`src/rtl/au_dec_timer.sv`:
```
// rtl/au_dec_timer.sv - programmable down-counting timer around the au_dec decrementer
// One-shot / auto-reload countdown with prescaled ticks, tc pulse and held completion handshake.

module au_dec #(
  parameter int WIDTH = 8,
  parameter int ARCH  = 0
) (
  input  logic [WIDTH-1:0] a,
  output logic [WIDTH-1:0] y
);
  generate
    if (ARCH == 0) begin : g_sub
      assign y = a - WIDTH'(1);
    end else begin : g_borrow
      // Explicit borrow ripple: bit i flips while every lower bit is zero.
      logic [WIDTH-1:0] brw;
      always_comb begin
        brw    = '0;
        brw[0] = 1'b1;
        for (int i = 1; i < WIDTH; i++) begin
          brw[i] = brw[i-1] & ~a[i-1];
        end
        y = a ^ brw;
      end
    end
  endgenerate
endmodule

module au_dec_timer #(
  parameter int WIDTH = 8,
  parameter int ARCH  = 0,
  parameter int DIV   = 1
) (
  input  logic             clk,
  input  logic             rst,
  input  logic             ld_valid,
  output logic             ld_ready,
  input  logic [WIDTH-1:0] ld_data,
  input  logic             ld_mode,
  input  logic             en,
  input  logic             abort,
  output logic [WIDTH-1:0] cnt,
  output logic             busy,
  output logic             tc,
  output logic             done_valid,
  input  logic             done_ready
);
  typedef enum logic [1:0] {IDLE, RUN, DONE} state_t;

  state_t           state, state_nx;
  logic [WIDTH-1:0] cnt_nx, rld, rld_nx, dec;
  logic             mode, mode_nx, tc_nx, tick;

  au_dec #(.WIDTH(WIDTH), .ARCH(ARCH)) u_dec (.a(cnt), .y(dec));

  generate
    if (DIV == 1) begin : g_nodiv
      assign tick = en;
    end else begin : g_div
      localparam int PW = $clog2(DIV);
      logic [PW-1:0] pre;
      logic          ld_fire;
      assign ld_fire = (state == IDLE) && ld_valid && !abort;
      assign tick    = en && (pre == PW'(DIV - 1));
      always_ff @(posedge clk or posedge rst) begin
        if (rst)
          pre <= '0;
        else if (abort || ld_fire)
          pre <= '0;
        else if (state == RUN && en)
          pre <= tick ? '0 : pre + 1'b1;
      end
    end
  endgenerate

  always_ff @(posedge clk or posedge rst) begin
    if (rst) begin
      state <= IDLE;
      cnt   <= '0;
      rld   <= '0;
      mode  <= 1'b0;
      tc    <= 1'b0;
    end else begin
      state <= state_nx;
      cnt   <= cnt_nx;
      rld   <= rld_nx;
      mode  <= mode_nx;
      tc    <= tc_nx;
    end
  end

  always_comb begin
    state_nx = state;
    cnt_nx   = cnt;
    rld_nx   = rld;
    mode_nx  = mode;
    tc_nx    = 1'b0;
    if (abort) begin
      state_nx = IDLE;
      cnt_nx   = '0;
    end else begin
      case (state)
        IDLE: if (ld_valid) begin
          cnt_nx  = ld_data;
          rld_nx  = ld_data;
          mode_nx = ld_mode;
          // A zero start value is an immediate terminal event in either mode.
          if (ld_data == '0) begin
            state_nx = DONE;
            tc_nx    = 1'b1;
          end else begin
            state_nx = RUN;
          end
        end
        RUN: if (tick) begin
          if (cnt > WIDTH'(1)) begin
            cnt_nx = dec;
          end else if (mode) begin
            cnt_nx = rld;
            tc_nx  = 1'b1;
          end else begin
            cnt_nx   = '0;
            tc_nx    = 1'b1;
            state_nx = DONE;
          end
        end
        DONE: if (done_ready) state_nx = IDLE;
        default: state_nx = IDLE;
      endcase
    end
  end

  assign ld_ready   = (state == IDLE);
  assign busy       = (state == RUN);
  assign done_valid = (state == DONE);
endmodule

```
`config.mk`:
```
export PLATFORM = sky130hd
export DESIGN_NAME = au_dec_timer
export DESIGN_NICKNAME = d
export VERILOG_FILES = /design/src/rtl/au_dec_timer.sv
export SDC_FILE = /design/constraint.sdc
export NUM_CORES = 1
export LEC_CHECK = 0
export CORE_MARGIN = 3
export CORE_UTILIZATION = 49
export CTS_CLUSTER_SIZE = 8
export DETAILED_ROUTE_END_ITERATION = 16
export GPL_TIMING_DRIVEN = 0
export PLACE_DENSITY_LB_ADDON = 0.05
export SETUP_SLACK_MARGIN = 0.2
export SLEW_MARGIN = 15
export SYNTH_ARGS = -nofsm -noshare
export SYNTH_HDL_FRONTEND = slang
export SYNTH_HIERARCHICAL = 1
export SYNTH_SLANG_ARGS = --single-unit
```
`constraint.sdc`:
```
create_clock -name clk -period 1.62 [get_ports clk]
set_input_delay 0.324 -clock clk [delete_from_list [all_inputs] [get_ports clk]]
set_output_delay 0.324 -clock clk [all_outputs]
set_load 0.01 [all_outputs]
```
# [Word-level counts from Yosys, hierarchy flattened]
# Cells that the tools add are included.
[classes] add_sub_neg=1 mul=0 div=0 magnitude_cmp=1 eq_ne=7 n_shift=0 mux=20 bitwise_logic=1 reduce_logical=6
[ops] operator="8-bit two-way mux" count=5
[ops] operator="8-bit one-hot mux with 2 select lines" count=1
[ops] operator="2-bit two-way mux" count=7
[ops] operator="3-bit != test (second input constant)" count=3
[ops] operator="8-bit by 1-bit > comparator with 1-bit output (second input constant)" count=1
[ops] operator="8-bit zero test" count=1
[ops] operator="8-bit by 1-bit subtractor with 8-bit output (second input constant)" count=1
[ops] operator="3-bit by 2-bit != test with 1-bit output (second input constant)" count=2
[ops] operator="2-bit one-hot mux with 3 select lines" count=1
[ops] operator="3-bit AND reduction" count=2
[ops] operator="1-bit two-way mux" count=5
[ops] operator="5-bit AND reduction" count=1
[ops] operator="3-bit nonzero test" count=1
[ops] operator="2-bit by 1-bit == test with 1-bit output (second input constant)" count=1
[ops] operator="2-bit == test (second input constant)" count=1
[ops] operator="2-bit zero test" count=1
[ops] operator="1-bit one-hot mux with 2 select lines" count=1
[ops] operator="1-bit NOT" count=1
[word_totals] ff_bits=20 latchBits=0 ram_bits=0 rom_bits=0 in_bits=15 out_inout_bits=12 wordCells=41 memories=0

# [Longest topological paths before layout]
# Gate-level depths: netlist (run 1).
[depth] word_depth=5 depth_mapped=7 ltp_nobuf=7

# [Modules after synthesis]
# The synthesis (run 1) kept the hierarchy.
[modules_own_cells] mod="au_dec_timer" instances=1 cells_per_inst=106 area_per_inst_um2=1017.2 seq_area_each_um2=500.5
[modules_own_cells] mod="au_dec" instances=1 cells_per_inst=18 area_per_inst_um2=146.4 seq_area_each_um2=0.0

# [Worst setup path before layout (run 1)]
# Ideal clock, no wire load.
[synth_timing] kind="register to register" from="register cnt[6]" to="register cnt[3]" arrival_ps=1303 required_time_ps=1478 setup_slack_ps=174 path_stages_with_launch=6 path_buffers=1 synth_period_minus_slack_ps=1446 path_cell_list="dfrtp_1 > nor4_1 > nand4_1 > buf_6 > mux2i_1 > o221ai_1"
[synth_via] elab_chain_len=5
[synth_lines] element="start: declaration" line_no="42" source="output logic [WIDTH-1:0] cnt,"
[synth_lines] element="start signal: assignment" line_no="85" source="cnt <= cnt_nx;"
[synth_lines] element="8-bit by 1-bit > comparator with 1-bit output" line_no="116" source="if (cnt > WIDTH'(1)) begin"
[synth_lines] element="8-bit two-way mux" line_no="116"
[synth_lines] element="8-bit two-way mux" line_no="115" source="RUN: if (tick) begin"
[synth_lines] element="8-bit one-hot mux with 2 select lines" line_no="102" source="case (state)"
[synth_lines] element="8-bit two-way mux" line_no="98" source="if (abort) begin"
# Every way passes these cells. The select of a mux whose other input is x is not followed.
# A chain may end at the register's enable or synchronous reset.

# [Final worst setup path (run 1)]
[layout_timing] from="register cnt[1]" to="register cnt[6]"
[layout_via] elab_chain_len=5
[layout_lines] element="8-bit by 1-bit subtractor with 8-bit output" line_no="13" source="assign y = a - WIDTH'(1);"
[layout_lines] element="named net dec[6]" line_no="51" source="logic [WIDTH-1:0] cnt_nx, rld, rld_nx, dec;"
[layout_lines] element="8-bit two-way mux" line_no="116"
[layout_lines] element="8-bit two-way mux" line_no="115"
[layout_lines] element="8-bit one-hot mux with 2 select lines" line_no="102"
[layout_lines] element="8-bit two-way mux" line_no="98"
# The timed path passes the listed nets, and every way through them passes these cells. The select of a mux whose other input is x is not followed.

==> reports/qor.csv, run 1 <==
stage,metric,value,unit
power_and_ir_drop,Switching Power,0.527,mW
place,RePlAce Congestion,0.770,
layout,final instance area,1610,um2
route,DR vias,994,
route,Remaining DRCs,0,
place,IO Port Bufs,26,
flow_run,max_cap viols,0,
floorplanning,area of the core,2230,um2
critical_path,CP cell instances,"inv_1, ha_1, nand2b_4, nor4_4, xor2_1, mux2i_1, o221ai_1",
sta,"Period Utilization, post-route",93.3,%
yosys,Syn. warnings,6,
clock_tree,# hold bufs at CTS,0,
place,area post-placement,1460,um2
route,vias per std cell,5.12,
critical_path,"critical path fanouts, max",5,
power_and_ir_drop,Pleak,0.798,nW
yosys,Yosys top cell area share,43.0,%
power_and_ir_drop,Clk pwr share,18.2,%
sta,max_slew headroom,49.1,%
global_route,vias in the first global route,883,
outcome,outcome,"complete, no violations",
yosys,#FFs+latches synth,20,
yosys,Mapped Area,1160,um2
power_and_ir_drop,Pwr Total,1.57,mW
sta,unrepaired setup endpoints after global routing,true,
layout,final net count,183,
sta,Setup Skew,0.00490,ns
route,1st-iter DRT viols,18,
route,mean routed wirelength per cell,13.7,um
clock_tree,total CTS buffers,3,
critical_path,CP Class,register to register,
yosys,leading post-synthesis cells by cell area,"dfrtp_1, nand2_1, mux2i_1, o221ai_1, and2_1",
power_and_ir_drop,sw frac,33.5,%
clock_tree,Worst-path clk slew,0.12,ns
critical_path,Crit. End Element,register,
critical_path,Worst EP required,1.82,ns
clock_tree,Worst-Skew Late Latency,0.29,ns
floorplanning,row count,17,
critical_path,Startpoint Class,register,
route,DRT Pass-1 Iters,5,
clock_tree,# clock sinks,20,
critical_path,worst reg2reg startpoint,cnt[1],
yosys,"area leader, netlist",dfrtp_1,
clock_tree,Longest Clk Path Bufs,2,
clock_tree,CTS H-Tree Depth,1,
floorplanning,Initial Util,52.1,%
sta,fin worst setup slack,0.109,ns
sta,worst slew pin tran,0.763,ns
power_and_ir_drop,Pint,1.04,mW
power_and_ir_drop,Power Density,977,nW/um2
route,final wirelength,2660,um
yosys,"Avg Cell Area, Syn",9.38,um2
layout,antenna cells,0,
layout,layout cells sized above 1,22.3,%
global_route,largest net degree at the start of global routing,21,
yosys,Syn Inst Count,124,
sta,min Tclk post-route,1.51,ns
layout,Finished Core Util,71.9,%
sta,Slew Limit Fails,0,
critical_path,R2R Path End,cnt[6],
floorplanning,Die Area,3000,um2
floorplanning,die span in x,54.7,um
sta,FMAX,662,MHz
layout,Area growth syn-to-layout,38.1,%
place,hpwl dp,1890,um
clock_tree,CTS Root Buffer Type,clkbuf_4,
critical_path,Max stage delay on crit path,0.48,ns
power_and_ir_drop,register share of total power,39.7,%
global_route,Total GRT Usage,19.8,%
route,ANT nets after route,0,
yosys,Unique masters post-synth,27,
power_and_ir_drop,Max VDD drop,0.000721,V
power_and_ir_drop,Gate power share,42.1,%
critical_path,r2r worst-path depth,7,
floorplanning,Ports,27,
layout,FILL cells,186,
global_route,initial antenna violation count,0,
yosys,"Seq/Total Area, Yosys",43.0,%
critical_path,Crit-path slowest cell,dfrtp_2,
critical_path,R2R Setup Slk,0.11,ns
hold_path,worst hold path type,input port to async pin,
floorplanning,Die Y,54.7,um
global_route,first-pass GRT wire length,4230,um
global_route,global route overflow,0,
sta,Final Hold Vio Count,0,
critical_path,CP arrival,1.71,ns
clock_tree,CTS tree,done,
sta,count of final setup violators,0,
place,dpl ws,-0.259,ns
yosys,syn nets,140,
==> per-layer routing <==
metal	global-route usage (%)	wire [um]	up-vias
met5	0	0	-
met1	25.7	1180	469
li1	-	-	504
met4	2.49	14	0
met3	3.27	114	2
met2	34.8	1350	19
==> cell usage after synthesis <==
master,count
buf_6,1
xnor2_1,2
inv_1,12
dfrtp_1,20
ha_1,1
and2_1,8
nor2_1,7
clkbuf_1,1
o21ai_0,2
nor4_1,3
nor2b_1,2
xor2_1,4
nand3_1,2
o221ai_1,8
nor4b_4,1
nand2_1,30
buf_2,1
nand2b_4,1
nand4_1,1
nand3_2,1
mux2i_1,9
o21bai_2,1
nor4_4,1
nor3_2,1
a21oi_1,1
o311ai_2,1
nand3b_1,2
==> cell type report <==
class                   count  area (um2)  share of cell area (%)
plain buffers               3        26.3                    1.64
clock buffers               4        36.3                    2.26
inverters                  12        45.0                    2.80
multi-input cells          89         626                    38.9
flip-flops and latches     20         508                    31.6
well taps                  28        35.0                    2.18
repair buffers             38         330                    20.6
==> registers in the layout, indices dropped and copies added, names as in the netlist <==
name,count
cnt,8
mode,1
rld,8
state,2
tc,1
==> layout by cell type, fill, tap and decap left out, types with 2 or more instances in the layout <==
| cell | Yosys | routed |
|---|---|---|
| and2_1 | 8 | 8 |
| buf_2 | 1 | 2 |
| buf_4 | 0 | 12 |
| buf_6 | 1 | 3 |
| clkbuf_4 | 0 | 3 |
| clkdlybuf4s50_1 | 0 | 14 |
| dfrtp_1 | 20 | 14 |
| dfrtp_2 | 0 | 6 |
| dlygate4sd2_1 | 0 | 9 |
| inv_1 | 12 | 12 |
| mux2i_1 | 9 | 9 |
| nand2_1 | 30 | 30 |
| nand3_2 | 1 | 2 |
| nand3b_1 | 2 | 2 |
| nor2_1 | 7 | 7 |
| nor4_1 | 3 | 2 |
| nor4_4 | 1 | 2 |
| o21ai_0 | 2 | 2 |
| o221ai_1 | 8 | 8 |
| xnor2_1 | 2 | 2 |
| xor2_1 | 4 | 4 |
==> logic make-up after synthesis <==
family	Yosys count	share of synthesized area, %
AND/OR/NAND/NOR	60	28.4
flip-flops	20	43.0
buffers and inverters	15	5.59
AO/OA/AOI/OAI	13	9.68
multiplexers	9	7.74
XOR/XNOR	6	4.52
adder cells (fa/ha/maj)	1	1.08
==> worst max-delay path: cells and delay by family (launching register included) <==
family	cells	cell delay, ns
xor+xnor	1	0.20
buf+inv	1	0.07
simple gates	2	0.21
compound gates	1	0.14
mux	1	0.10
fa+ha+maj	1	0.22
flops	1	0.48
==> stage by stage <==
stage                     hold slack (ns)  cells  setup TNS (ns)
after floorplan                     0.288    124               0
after global placement              0.450    178           -1.54
after detailed placement            0.456    178           -2.41
after CTS                           0.482    192               0
after global routing                0.493    194         -0.0869
final                               0.459    194               0
==> power by group through the flow <==
| stage | Sequential (mW) | Combinational [mW] | Clock, mW |
|---|---|---|---|
| 4_1_cts | 0.621 | 0.646 | 0.294 |
| 3_5_place_dp | 0.651 | 0.588 | 0 |
| 2_1_floorplan | 0.650 | 0.395 | 0 |
| 3_3_place_gp | 0.646 | 0.579 | 0 |
| 6_report | 0.624 | 0.661 | 0.285 |
| 5_1_grt | 0.634 | 0.732 | 0.325 |
==> worst max-delay path by stage <==
stage / from / endpoint / cells past startpoint
detailed placement: abort / state[1] / 4
CTS: state[0] / done_valid / 3
global route: cnt[1] / cnt[4] / 5
floorplan: cnt[1] / cnt[5] / 5
finish: cnt[1] / cnt[6] / 7
global placement: abort / state[1] / 4
==> timing repair <==
item,in CTS,in global routing
pin swaps,1,2
endpoints found under the setup margin,23,17
setup buffers,10,2
resized for setup,25,8
cloned,0,0
(Power assumes the default switching activity.)
==> run 2: changes to the inputs <==
--- a/config.mk
+++ b/config.mk
@@ -12,7 +12,6 @@
 export GPL_TIMING_DRIVEN = 0
 export PLACE_DENSITY_LB_ADDON = 0.05
 export SETUP_SLACK_MARGIN = 0.2
-export SLEW_MARGIN = 15
 export SYNTH_ARGS = -nofsm -noshare
 export SYNTH_HDL_FRONTEND = slang
 export SYNTH_HIERARCHICAL = 1
==> results of run 2 <==
Same layout as run 1: the final DEF is identical, and so are final timing and power.
==> run 3: changes to the inputs <==
--- a/config.mk
+++ b/config.mk
@@ -9,6 +9,7 @@
 export CORE_UTILIZATION = 49
 export CTS_CLUSTER_SIZE = 8
 export DETAILED_ROUTE_END_ITERATION = 16
+export GPL_ROUTABILITY_DRIVEN = 0
 export GPL_TIMING_DRIVEN = 0
 export PLACE_DENSITY_LB_ADDON = 0.05
 export SETUP_SLACK_MARGIN = 0.2
==> results of run 3 <==
Same layout as run 1: the final DEF is identical, and so are final timing and power.
